--- src/rtl/cpu_mon_pkg.sv ---
// Shared constants for the cpu run monitor: state encoding, default end
// sentinel (jal x0,0) and misalign counter width.
// Optional build macro used by the top: CPU_MON_STRICT_ALIGN_EN.
package cpu_mon_pkg;

    localparam logic [1:0] ST_IDLE    = 2'b00;
    localparam logic [1:0] ST_RUN     = 2'b01;
    localparam logic [1:0] ST_ENDED   = 2'b10;
    localparam logic [1:0] ST_TIMEOUT = 2'b11;

    localparam logic [31:0] END_SENTINEL_DEFAULT = 32'h0000_006F;

    localparam int unsigned MISALIGN_WIDTH = 8;

endpackage

--- src/rtl/cpu_mon_check_lane.sv ---
// One check lane: sticky match flag plus the cycle stamp of the first match.
module cpu_mon_check_lane
    import cpu_mon_pkg::*;
#(
    parameter int unsigned DATA_WIDTH  = 32,
    parameter int unsigned CYCLE_WIDTH = 16
) (
    input  logic                   clk,
    input  logic                   reset,
    input  logic                   clear,
    input  logic                   run,
    input  logic                   en,
    input  logic [DATA_WIDTH-1:0]  value,
    input  logic [DATA_WIDTH-1:0]  expect_value,
    input  logic [CYCLE_WIDTH-1:0] cycle,
    output logic                   hit,
    output logic [CYCLE_WIDTH-1:0] hit_cycle,
    output logic                   hit_next_c
);

    logic                   hit_q, hit_d;
    logic [CYCLE_WIDTH-1:0] stamp_q, stamp_d;
    logic                   match_c;

    // First enabled match while running sets the flag and captures the stamp.
    always_comb begin
        hit_d   = hit_q;
        stamp_d = stamp_q;
        match_c = run && en && !hit_q && (value == expect_value);
        if (clear) begin
            hit_d   = 1'b0;
            stamp_d = '0;
        end else if (match_c) begin
            hit_d   = 1'b1;
            stamp_d = cycle;
        end
    end

    // Lane state registers.
    always_ff @(posedge clk or negedge reset) begin
        if (!reset) begin
            hit_q   <= 1'b0;
            stamp_q <= '0;
        end else begin
            hit_q   <= hit_d;
            stamp_q <= stamp_d;
        end
    end

    assign hit        = hit_q;
    assign hit_cycle  = stamp_q;
    assign hit_next_c = hit_d;

endmodule

--- src/rtl/cpu_run_monitor.sv ---
// Run monitor beside the core retire/store interface: cycle budget, end
// sentinel detection, check lanes, store counters and a registered verdict.
// Build macro CPU_MON_STRICT_ALIGN_EN: any misaligned store fails the run.
module cpu_run_monitor
    import cpu_mon_pkg::*;
#(
    parameter int unsigned           NUM_CHECKS   = 4,
    parameter int unsigned           DATA_WIDTH   = 32,
    parameter int unsigned           CYCLE_WIDTH  = 16,
    parameter int unsigned           MAX_CYCLES   = 20,
    parameter logic [DATA_WIDTH-1:0] END_SENTINEL = DATA_WIDTH'(END_SENTINEL_DEFAULT)
) (
    input  logic                              clk,
    input  logic                              reset,
    input  logic                              start,
    input  logic                              retire_valid,
    input  logic [DATA_WIDTH-1:0]             retire_pc,
    input  logic [DATA_WIDTH-1:0]             retire_instr,
    input  logic                              store_valid,
    input  logic [DATA_WIDTH-1:0]             store_addr,
    input  logic [NUM_CHECKS-1:0]             chk_en,
    input  logic [NUM_CHECKS*DATA_WIDTH-1:0]  chk_value,
    input  logic [NUM_CHECKS*DATA_WIDTH-1:0]  chk_expect,
    output logic [1:0]                        state,
    output logic                              done,
    output logic                              pass,
    output logic [CYCLE_WIDTH-1:0]            cycle_count,
    output logic [DATA_WIDTH-1:0]             end_pc,
    output logic [NUM_CHECKS-1:0]             chk_hit,
    output logic [NUM_CHECKS*CYCLE_WIDTH-1:0] chk_hit_cycle,
    output logic [CYCLE_WIDTH-1:0]            store_count,
    output logic [MISALIGN_WIDTH-1:0]         misalign_count
);

    logic [1:0]                state_q, state_d;
    logic                      done_q, done_d;
    logic                      pass_q, pass_d;
    logic [CYCLE_WIDTH-1:0]    cycle_q, cycle_d;
    logic [DATA_WIDTH-1:0]     end_pc_q, end_pc_d;
    logic [CYCLE_WIDTH-1:0]    store_q, store_d;
    logic [MISALIGN_WIDTH-1:0] mis_q, mis_d;
    logic                      lane_clear_c;
    logic                      lane_run_c;
    logic                      sentinel_c;
    logic                      align_ok_c;
    logic [NUM_CHECKS-1:0]     hit_next_c;
    logic                      unused_store_addr_c;

    // Only the two low address bits matter for alignment.
    assign unused_store_addr_c = ^store_addr[DATA_WIDTH-1:2];

    assign sentinel_c = retire_valid && (retire_instr == END_SENTINEL);

    // Check lanes.
    for (genvar i = 0; i < int'(NUM_CHECKS); i++) begin : g_lane
        cpu_mon_check_lane #(
            .DATA_WIDTH  (DATA_WIDTH),
            .CYCLE_WIDTH (CYCLE_WIDTH)
        ) u_lane (
            .clk          (clk),
            .reset        (reset),
            .clear        (lane_clear_c),
            .run          (lane_run_c),
            .en           (chk_en[i]),
            .value        (chk_value[i*DATA_WIDTH +: DATA_WIDTH]),
            .expect_value (chk_expect[i*DATA_WIDTH +: DATA_WIDTH]),
            .cycle        (cycle_q),
            .hit          (chk_hit[i]),
            .hit_cycle    (chk_hit_cycle[i*CYCLE_WIDTH +: CYCLE_WIDTH]),
            .hit_next_c   (hit_next_c[i])
        );
    end

    // Run FSM, saturating counters and verdict.
    always_comb begin
        state_d      = state_q;
        done_d       = done_q;
        pass_d       = pass_q;
        cycle_d      = cycle_q;
        end_pc_d     = end_pc_q;
        store_d      = store_q;
        mis_d        = mis_q;
        lane_clear_c = 1'b0;
        lane_run_c   = 1'b0;
        align_ok_c   = 1'b1;

        case (state_q)
            ST_RUN: begin
                lane_run_c = 1'b1;
                if (cycle_q != '1) cycle_d = cycle_q + CYCLE_WIDTH'(1);
                if (store_valid) begin
                    if (store_q != '1) store_d = store_q + CYCLE_WIDTH'(1);
                    if ((store_addr[1:0] != 2'b00) && (mis_q != '1))
                        mis_d = mis_q + MISALIGN_WIDTH'(1);
                end
`ifdef CPU_MON_STRICT_ALIGN_EN
                align_ok_c = (mis_d == '0);
`else
                align_ok_c = 1'b1;
`endif
                // Sentinel takes priority over an expiring budget.
                if (sentinel_c) begin
                    state_d  = ST_ENDED;
                    done_d   = 1'b1;
                    end_pc_d = retire_pc;
                    pass_d   = ((hit_next_c & chk_en) == chk_en) && align_ok_c;
                end else if (cycle_q == CYCLE_WIDTH'(MAX_CYCLES - 1)) begin
                    state_d = ST_TIMEOUT;
                    done_d  = 1'b1;
                    pass_d  = 1'b0;
                end
            end
            default: begin
                if (start) begin
                    state_d      = ST_RUN;
                    done_d       = 1'b0;
                    pass_d       = 1'b0;
                    cycle_d      = '0;
                    end_pc_d     = '0;
                    store_d      = '0;
                    mis_d        = '0;
                    lane_clear_c = 1'b1;
                end
            end
        endcase
    end

    // Monitor state registers.
    always_ff @(posedge clk or negedge reset) begin
        if (!reset) begin
            state_q  <= ST_IDLE;
            done_q   <= 1'b0;
            pass_q   <= 1'b0;
            cycle_q  <= '0;
            end_pc_q <= '0;
            store_q  <= '0;
            mis_q    <= '0;
        end else begin
            state_q  <= state_d;
            done_q   <= done_d;
            pass_q   <= pass_d;
            cycle_q  <= cycle_d;
            end_pc_q <= end_pc_d;
            store_q  <= store_d;
            mis_q    <= mis_d;
        end
    end

    assign state          = state_q;
    assign done           = done_q;
    assign pass           = pass_q;
    assign cycle_count    = cycle_q;
    assign end_pc         = end_pc_q;
    assign store_count    = store_q;
    assign misalign_count = mis_q;

endmodule

--- config.mk ---
export PLATFORM = sky130hd
export DESIGN_NAME = cpu_run_monitor
export DESIGN_NICKNAME = d
export VERILOG_FILES = /design/src/rtl/cpu_mon_pkg.sv /design/src/rtl/cpu_mon_check_lane.sv /design/src/rtl/cpu_run_monitor.sv
export SDC_FILE = /design/constraint.sdc
export NUM_CORES = 1
export LEC_CHECK = 0
export CAP_MARGIN = 20
export CORE_AREA = 2 2 194 196
export CTS_BUF_LIST = sky130_fd_sc_hd__clkbuf_2 sky130_fd_sc_hd__clkbuf_4 sky130_fd_sc_hd__clkbuf_8
export CTS_CLUSTER_SIZE = 40
export DETAILED_ROUTE_END_ITERATION = 16
export DIE_AREA = 0 0 196 198
export GPL_ROUTABILITY_DRIVEN = 1
export PLACE_DENSITY_LB_ADDON = 0.2
export SETUP_SLACK_MARGIN = 0.5
export SKIP_CTS_REPAIR_TIMING = 1
export SLEW_MARGIN = 20
export SYNTH_ARGS = -nofsm -noshare
export SYNTH_HDL_FRONTEND = slang
export SYNTH_HIERARCHICAL = 1
export SYNTH_SLANG_ARGS = --single-unit
--- constraint.sdc ---
create_clock -name clk -period 4.2 [get_ports clk]
set_clock_uncertainty 0.15 [all_clocks]
set_input_delay 1.26 -clock clk [delete_from_list [all_inputs] [get_ports clk]]
set_output_delay 1.26 -clock clk [all_outputs]
set_load 0.1 [all_outputs]
==> flow_summary_export.csv <==
group,metric,value,unit
routing,route.met3.wl,1440,um
job,maxCapViolations,0,
logic_synthesis,synthTopCellsByArea,"dfrtp_1 (43%), xor2_1 (11%), nand2b_1 (9.5%)",
clocking,clk_latency,470,ps
routing,wl_met1,14600,um
clocking,clockBufferDepth,2,
hold_path,hold_class,"reg -> reg",
setup_path,crit_path_end_kind,"primary output",
routing,wl_met2,15900,um
die,core,37000,um^2
setup_path,critical_path.top_delay_family,"buffers and inverters",
setup_path,worstRegToRegCells,11,
sta,finalSetupTns,0,ps
global_route,grtUsageTotal,16.2,%
sta,setup_viol_count_final,0,
clocking,clk_pin_slew,90,ps
clocking,cts_inserted_buffers,17,
setup_path,required,2790,ps
routing,finalWirelength,32200,um
logic_synthesis,synth_top_family_by_area,"simple AND/OR/NAND/NOR gates",
clocking,cts_tree,"done",
finish,syn_to_final_growth,66.2,%
die,num_io_pins,505,
setup_path,slowest_delay,1160,ps
routing,drc,0,
sta,slew-limit-headroom,33.3,%
sta,setup_ws,790,ps
routing,viasPerCell,4.39,
global_route,grt_overflow,0,
setup_path,timing.rr.start,"state[1]",
finish,register_area,3580,um^2
logic_synthesis,synth_top_area_share,42.6,%
logic_synthesis,synth-compound-area-share,8.41,%
sta,whs,352,ps
global_route,grt_max_degree,93,
finish,multi_input_area,4570,um^2
setup_path,crit_chain,"clkdlybuf4s50_1",
finish,fin_area,14000,um^2
sta,fin_crit,3410,ps
finish,layout.cells.most_common,"clkdlybuf4s50_1",
logic_synthesis,synth_fa_ha_area_share,0.447,%
placed_design,dpl.hpwl,24400,um
setup_path,critPathLaunchType,"register",
clocking,cts-root-buf,"clkbuf_8",
pwr,p_leak,5.79,nW
hold_path,worstHoldPathCells,1,
global_route,grt_pass1_wl,47700,um
logic_synthesis,synth_top_area_cell,"dfrtp_1",
routing,drt-initial-drc-count,284,
die,die-area,38800,um^2
placed_design,place_ws,318,ps
sta,rsz0062_at_grt,"false",
setup_path,crit_type,"reg -> out",
setup_path,arrival,2000,ps
logic_synthesis,netlist_area,8400,um^2
logic_synthesis,synth-seq-cells,143,
logic_synthesis,synthArstFlopShare,100,%
finish,final_cell_mix,"clkdlybuf4s50_1 (386), dfrtp_1 (143), nand2b_1 (128)",
logic_synthesis,synth_edf_count,0,
setup_path,worst-path-buf-inv,1,
placed_design,place_area,13500,um^2
logic_synthesis,synthMuxAreaShare,8.59,%
routing,via_count,7778,
routing,drt_first_pass_iters,4,
hold_path,hold_path_end,"end_pc[25]",
routing,top_layer,"met4",
logic_synthesis,synth_ff_type,"dfrtp_1",
placed_design,io_buffers,474,
finish,num_antenna_cells,0,
pwr,peakVddDrop,0.289,mV
finish,nFillCells,3726,
routing,wl_per_cell,18.2,um
placed_design,place_congestion,0.797,
logic_synthesis,synth_xor_area_share,14.3,%
clocking,cts_sinks,143,
clocking,htree_levels,4,
sta,worst_pin_slew,997,ps
routing,final_antenna_net_count,0,
hold_path,hp-start,"end_pc[25]",
finish,drive_above_1_share,12.8,%
logic_synthesis,synth-simple-area-share,22.1,%
global_route,antenna_found_initial,0,
die,die_h,198,um
logic_synthesis,synth.yosys.warnings,6,
finish,num-nets-final,1648,
setup_path,rrSetupSlack,1230,ps
setup_path,critical_path.slowest_cell,"clkdlybuf4s50_1",
global_route,grt_pass1_vias,7875,
sta,final_max_slew_viol_count,0,
die,rows,71,
logic_synthesis,synth.avg_cell_area,10.5,um^2
die,initial_utilization,22.7,%
setup_path,rr_endpoint,"pass",
pwr,power_density,355,nW/um^2
sta,fmax,293,MHz
sta,final_hold_viol_count,0,
logic_synthesis,synth_cells,802,
logic_synthesis,synth.distinct_cells,61,
outcome,outcome,"complete, no violations",
sta,fin_crit_sh,81.2,%
logic_synthesis,seq_area_frac_synth,42.6,%
logic_synthesis,synth_nets,1166,
die,die_x,196,um
setup_path,cp_max_fo,2,
[worst max path at each step]
stage | from | to | slack (ps) | cells after the start
2_1_floorplan | state[1] | pass | 870 | 10
3_3_place_gp | chk_expect[65] | pass | 330 | 9
3_5_place_dp | retire_instr[12] | end_pc[30] | 320 | 8
4_1_cts | g_lane[0].u_lane/hit_cycle[4] | chk_hit_cycle[4] | 740 | 1
5_1_grt | chk_expect[65] | pass | 680 | 9
6_report | g_lane[3].u_lane/hit_cycle[6] | chk_hit_cycle[54] | 790 | 1
[layer usage]
layer | GRT usage (%) | vias to the layer above
li1 | - | 3803
met2 | 27.5 | 204
met3 | 3.56 | 18
met5 | 0 | -
met4 | 3.51 | 0
met1 | 21.1 | 3753
[metrics by stage]
stage,power [mW],std cells,utilization [%]
CTS,5.04,1771,37.8
floorplan,2.88,802,-
global route,5.23,1771,37.8
finish,4.96,1771,37.8
detailed placement,3.76,1739,36.6
global placement,3.75,1739,36.6
[synthesized netlist by cell type, drive strengths merged (2+ instances only)]
cell type,instances
a211o,3
a21oi,9
a22o,33
a31oi,2
a41o,2
a41oi,2
and3,7
and4,3
buf,18
clkbuf,16
dfrtp,143
ha,3
inv,14
mux2i,71
nand2,25
nand2b,128
nand3,23
nand3b,3
nand4,26
nor2,22
nor3,20
nor4,37
nor4bb,3
o211ai,4
o21ai,10
o21ba,4
o22ai,4
o311ai,2
o31a,2
o31ai,3
o41ai,2
or2,2
or3,4
or4,2
xnor2,36
xor2,101
[sequential cells by signal, indices dropped and copies added, names as in the netlist]
name	cells
g_lane.u_lane/hit_cycle	64
g_lane.u_lane/hit	4
store_count	16
end_pc	32
pass	1
cycle_count	16
misalign_count	8
state	2
[final cells by class]
type | instances | area share [%]
Tap cell | 474 | 4.25
Sequential cell | 143 | 25.6
Multi-Input combinational cell | 610 | 32.7
Clock buffer | 18 | 1.77
Clock inverter | 14 | 1.28
Inverter | 15 | 0.421
Timing Repair Buffer | 497 | 33.9
[where the power goes]
group,total [mW],switching [mW],internal (mW)
clock,1.25,0.635,0.614
sequential,1.74,0.257,1.48
combinational,1.98,1.28,0.694
total,4.96,2.17,2.79
[kinds of logic (layout without fill, tap and decap cells)]
group                      after synthesis  after routing
adders and majority gates                3              3
AOI/OAI and AO/OA                       90             90
xor gates and xnor gates               137            137
buffers and inverters                   49            544
DFF                                    143            143
muxes                                   72             72
and+or+nand+nor                        308            308
Note: power is estimated with default switching activity, not from simulation.
